`src/rtl/tag_store.sv`:
```
// Fully associative tag directory for the victim cache: per-way tag, valid and dirty
// state with indexed write/read/maintenance and a registered associative lookup.
module tag_store #(
    parameter int TAG_WIDTH = 4,
    parameter int NUM_WAYS  = 4,
    localparam int IW       = $clog2(NUM_WAYS)
) (
    input  logic                 clk,
    input  logic                 rst_n,          // active-high despite the suffix
    input  logic                 write_en,
    input  logic                 read_en,
    input  logic                 lookup_en,
    input  logic [TAG_WIDTH-1:0] tag_in,
    input  logic [IW-1:0]        way_index_in,
    input  logic                 valid_clear,
    input  logic                 dirty_set,
    input  logic                 dirty_clear,
    output logic                 hit,
    output logic [IW-1:0]        hit_way_index,
    output logic                 valid_read,
    output logic                 dirty_read,
    output logic [TAG_WIDTH-1:0] tag_read
);

    logic [NUM_WAYS-1:0]  valid_q;
    logic [NUM_WAYS-1:0]  dirty_q;
    logic [TAG_WIDTH-1:0] tag_q [NUM_WAYS];

    logic                 match_any;
    logic [IW-1:0]        match_idx;

    // Scanning from the top down lets the lowest matching way win on duplicate tags.
    // NOTE: every always_comb output gets a default first so no path leaves it
    // unassigned, which would otherwise infer a latch.
    always_comb begin
        match_any = 1'b0;
        match_idx = '0;
        for (int i = NUM_WAYS - 1; i >= 0; i--) begin
            if (valid_q[i] && (tag_q[i] == tag_in)) begin
                match_any = 1'b1;
                match_idx = IW'(i);
            end
        end
    end

    // NOTE: the directory is small flop storage, not a RAM macro, so it is cleared
    // by reset; a hit on stale power-up tags would corrupt the victim cache.
    always_ff @(posedge clk or posedge rst_n) begin
        if (rst_n) begin
            valid_q <= '0;
            dirty_q <= '0;
            for (int i = 0; i < NUM_WAYS; i++) begin
                tag_q[i] <= '0;
            end
        end else begin
            for (int i = 0; i < NUM_WAYS; i++) begin
                if (way_index_in == IW'(i)) begin
                    // NOTE: sequential state uses non-blocking assignment so every
                    // reader in this edge sees pre-edge contents.
                    if (write_en) begin
                        tag_q[i]   <= tag_in;
                        valid_q[i] <= 1'b1;
                        dirty_q[i] <= 1'b0;
                    end else if (valid_clear) begin
                        valid_q[i] <= 1'b0;
                        dirty_q[i] <= 1'b0;
                    end else if (dirty_set) begin
                        if (valid_q[i]) begin
                            dirty_q[i] <= 1'b1;
                        end
                    end else if (dirty_clear) begin
                        dirty_q[i] <= 1'b0;
                    end
                end
            end
        end
    end

    // Read port: samples the pre-edge entry and holds while idle.
    always_ff @(posedge clk or posedge rst_n) begin
        if (rst_n) begin
            valid_read <= 1'b0;
            dirty_read <= 1'b0;
            tag_read   <= '0;
        end else if (read_en) begin
            valid_read <= valid_q[way_index_in];
            dirty_read <= dirty_q[way_index_in];
            tag_read   <= tag_q[way_index_in];
        end
    end

    // Lookup result register: holds while idle, no bypass of same-edge updates.
    always_ff @(posedge clk or posedge rst_n) begin
        if (rst_n) begin
            hit           <= 1'b0;
            hit_way_index <= '0;
        end else if (lookup_en) begin
            hit           <= match_any;
            hit_way_index <= match_idx;
        end
    end

endmodule

```
`config.mk`:
```
export PLATFORM = sky130hd
export DESIGN_NAME = tag_store
export DESIGN_NICKNAME = d
export VERILOG_FILES = /design/src/rtl/tag_store.sv
export SDC_FILE = /design/constraint.sdc
export NUM_CORES = 1
export LEC_CHECK = 0
export CAP_MARGIN = 20
export CELL_PAD_IN_SITES_DETAIL_PLACEMENT = 1
export CELL_PAD_IN_SITES_GLOBAL_PLACEMENT = 1
export CORE_MARGIN = 2
export CORE_UTILIZATION = 40
export CTS_CLUSTER_SIZE = 8
export DETAILED_ROUTE_END_ITERATION = 6
export MAX_ROUTING_LAYER = met4
export PLACE_DENSITY_LB_ADDON = 0.12
export SLEW_MARGIN = 20
export SYNTH_ARGS = -nofsm -noshare
export SYNTH_HDL_FRONTEND = slang
export SYNTH_SLANG_ARGS = --single-unit
```
`constraint.sdc`:
```
create_clock -name clk -period 3.1 [get_ports clk]
set_input_delay 0.31 -clock clk [delete_from_list [all_inputs] [get_ports clk]]
set_output_delay 0.31 -clock clk [all_outputs]
set_load 0.01 [all_outputs]
```
==> run metrics <==
status completed; worst slew pin tran 0.7023 ns; synth unique cells 30; final hold slack 0.4248 ns; Starting Density 41.57%; Mapped Nets 158; Max-Slew Margin vs Limit 52.75%; routability cong. 0.8468; hpwl dp 2.853 mm; Syn Inst Count 144; CTS resizes 0; DRT Pass-1 Iters 4; total congestion overflow 0; Final Critical Period 1.973 ns; CTS sink cnt 33; Final TNS setup 0 ns; Port Buf Inserts 22; class of the worst hold path in -> async; DRT Wirelength 3.773 mm; Fmax achieved 506.8 MHz; layout filler cell count 430; count of final hold-check violations 0; TritonCTS clock tree done; CTS Buf Count 5; Via-to-Cell Ratio 5.461; hold_buf cts 0; most common cell after layout, fill and taps aside dfrtp_1; clock latency on the worst-skew pair 0.29 ns; EDFF count, synth 0; commonest cells after routing, fill and taps aside dfrtp_1, clkdlybuf4s50_1, nand2_1; total power 0.001187 W; flop and latch count out of synthesis 33; Die Wd 68.48 um; worst-case clock buffer depth 2; largest net degree at the start of global routing 34; post-route ant nets 0; Setup Crit Path Kind in -> reg; sequential cell area fraction in the yosys report 49.66%; final-report setup violation count 0; Slew Viols, Final 0; Leakage 0.8423 nW; period utilization 63.66%; initial antenna violation count 0; Wirelength per Cell 17.23 um; Die H 68.48 um; crit path DAT 2.17 ns; skew final 0.003599 ns; via count of the routed design 1196; I/O pin total 23; CP Launch Type input pin; Synth async-reset ratio 100.0%; Rows 23; total track usage 19.78%; Layout area overhead 20.32%; Worst EP required 3.30 ns; Worst-path clk slew 0.06 ns; initial drt markers 85; Max Cap Viol 0; Yosys warning count 0; most common flop cell mapped by yosys dfrtp_1; Mapped Area 0.001663 mm^2; Crit Path Max Fanout 10; antenna fix cells 0; die area 0.004689 mm^2; CORE AREA 0.004000 mm^2; synthesized area per cell 11.55 um^2; CP endpoint kind flop; DRC errors left 0; vias in the first global route 1218; post-layout net count 182; RSZ-0062 raised after global routing false; CTS root buf clkbuf_8; post-CTS setup buffer count 0; VDD IR max 0.2214 mV; share of layout cells above drive strength 1 18.93%; PwrDens 593.4 mW/mm^2; global-route wire length before repair 6.237 mm; H-tree Lvls 2
-- where the power goes --
group          total (W)  internal [W]  switching [W]  leakage, nW
clock network   0.000311      0.000159       0.000151       0.0395
logic           0.000293      0.000171       0.000122        0.401
registers       0.000584      0.000513      0.0000704        0.402
total            0.00119      0.000843       0.000344        0.842
-- cell families after synthesis --
kind of cell	synth area share [%]
muxes	18.96
and+or+nand+nor	11.29
AOI/OAI and AO/OA	10.84
buffers and inverters	3.988
DFF	49.66
xor gates and xnor gates	5.267
-- critical path, stage by stage --
cell and delay, ns:
clkdlybuf4s50_1 0.69, nand2b_1 0.16, o2111ai_1 0.09, or4_1 0.56, nor2b_4 0.16, o32ai_2 0.20
-- metrics by stage --
stage                     setup slack (ns)  cells  utilization (%)  area (um^2)
after CTS                            1.109    219            50.02         2001
final                                1.127    219            50.02         2001
after detailed placement            0.8168    211            48.01         1921
after global placement              0.8443    211            48.01         1921
after global routing                 1.007    219            50.02         2001
after floorplan                      1.526    144                -         1663
-- sequential cells by signal, indices dropped and copies added (netlist names) --
register and cells:
hit 1, tag_read 4, hit_way_index 2, dirty_q 4, valid_read 1, dirty_read 1
tag_q 16, valid_q 4
-- synthesized netlist by cell type, types with 2 or more instances --
master	n	area share [%]
nand2_1	20	4.5
nand2b_1	4	1.5
nand3_1	3	0.90
o21ai_0	7	2.1
a31oi_1	4	1.5
inv_1	9	2.0
o2111ai_1	2	1.1
xor2_1	8	4.2
buf_2	2	0.60
nor2_1	4	0.90
clkbuf_1	2	0.45
mux4_2	6	8.1
a21oi_1	4	1.2
mux2_2	16	11
o22ai_1	3	1.1
dfrtp_1	33	50
xnor2_1	2	1.1
nor2b_1	3	1.1
-- per-layer routing --
metal,share of wire [%],track usage [%],up-vias
met1,46,27.37,604
met2,46,26.68,30
met5,0,-,-
met3,5.3,5.428,8
li1,-,-,554
met4,3.0,9.250,0
-- path summary, 6_finish.rpt --
path                                   from          endpoint  slack (ns)  cells after the start
worst min register to register  tag_read[0]       tag_read[0]        0.51                      1
worst max-delay path              tag_in[1]  hit_way_index[1]        1.13                      6
max in group asynchronous             rst_n         tag_q[11]        2.37                      3
worst min-delay path                  rst_n         tag_q[13]        0.42                      3
worst max register to register     tag_q[7]  hit_way_index[1]        1.47                      5
min in group clk                tag_read[0]       tag_read[0]        0.51                      1
-- layout make-up --
cell class / instances / area (um^2) / area share [%]
Sequential cell: 33 / 825.8 / 41.28
Multi-Input combinational cell: 96 / 770.7 / 38.52
Timing Repair Buffer: 23 / 227.7 / 11.38
Clock buffer: 8 / 80.08 / 4.002
Tap cell: 50 / 62.56 / 3.127
Inverter: 9 / 33.78 / 1.689
Note: power is estimated with default switching activity, not from simulation.
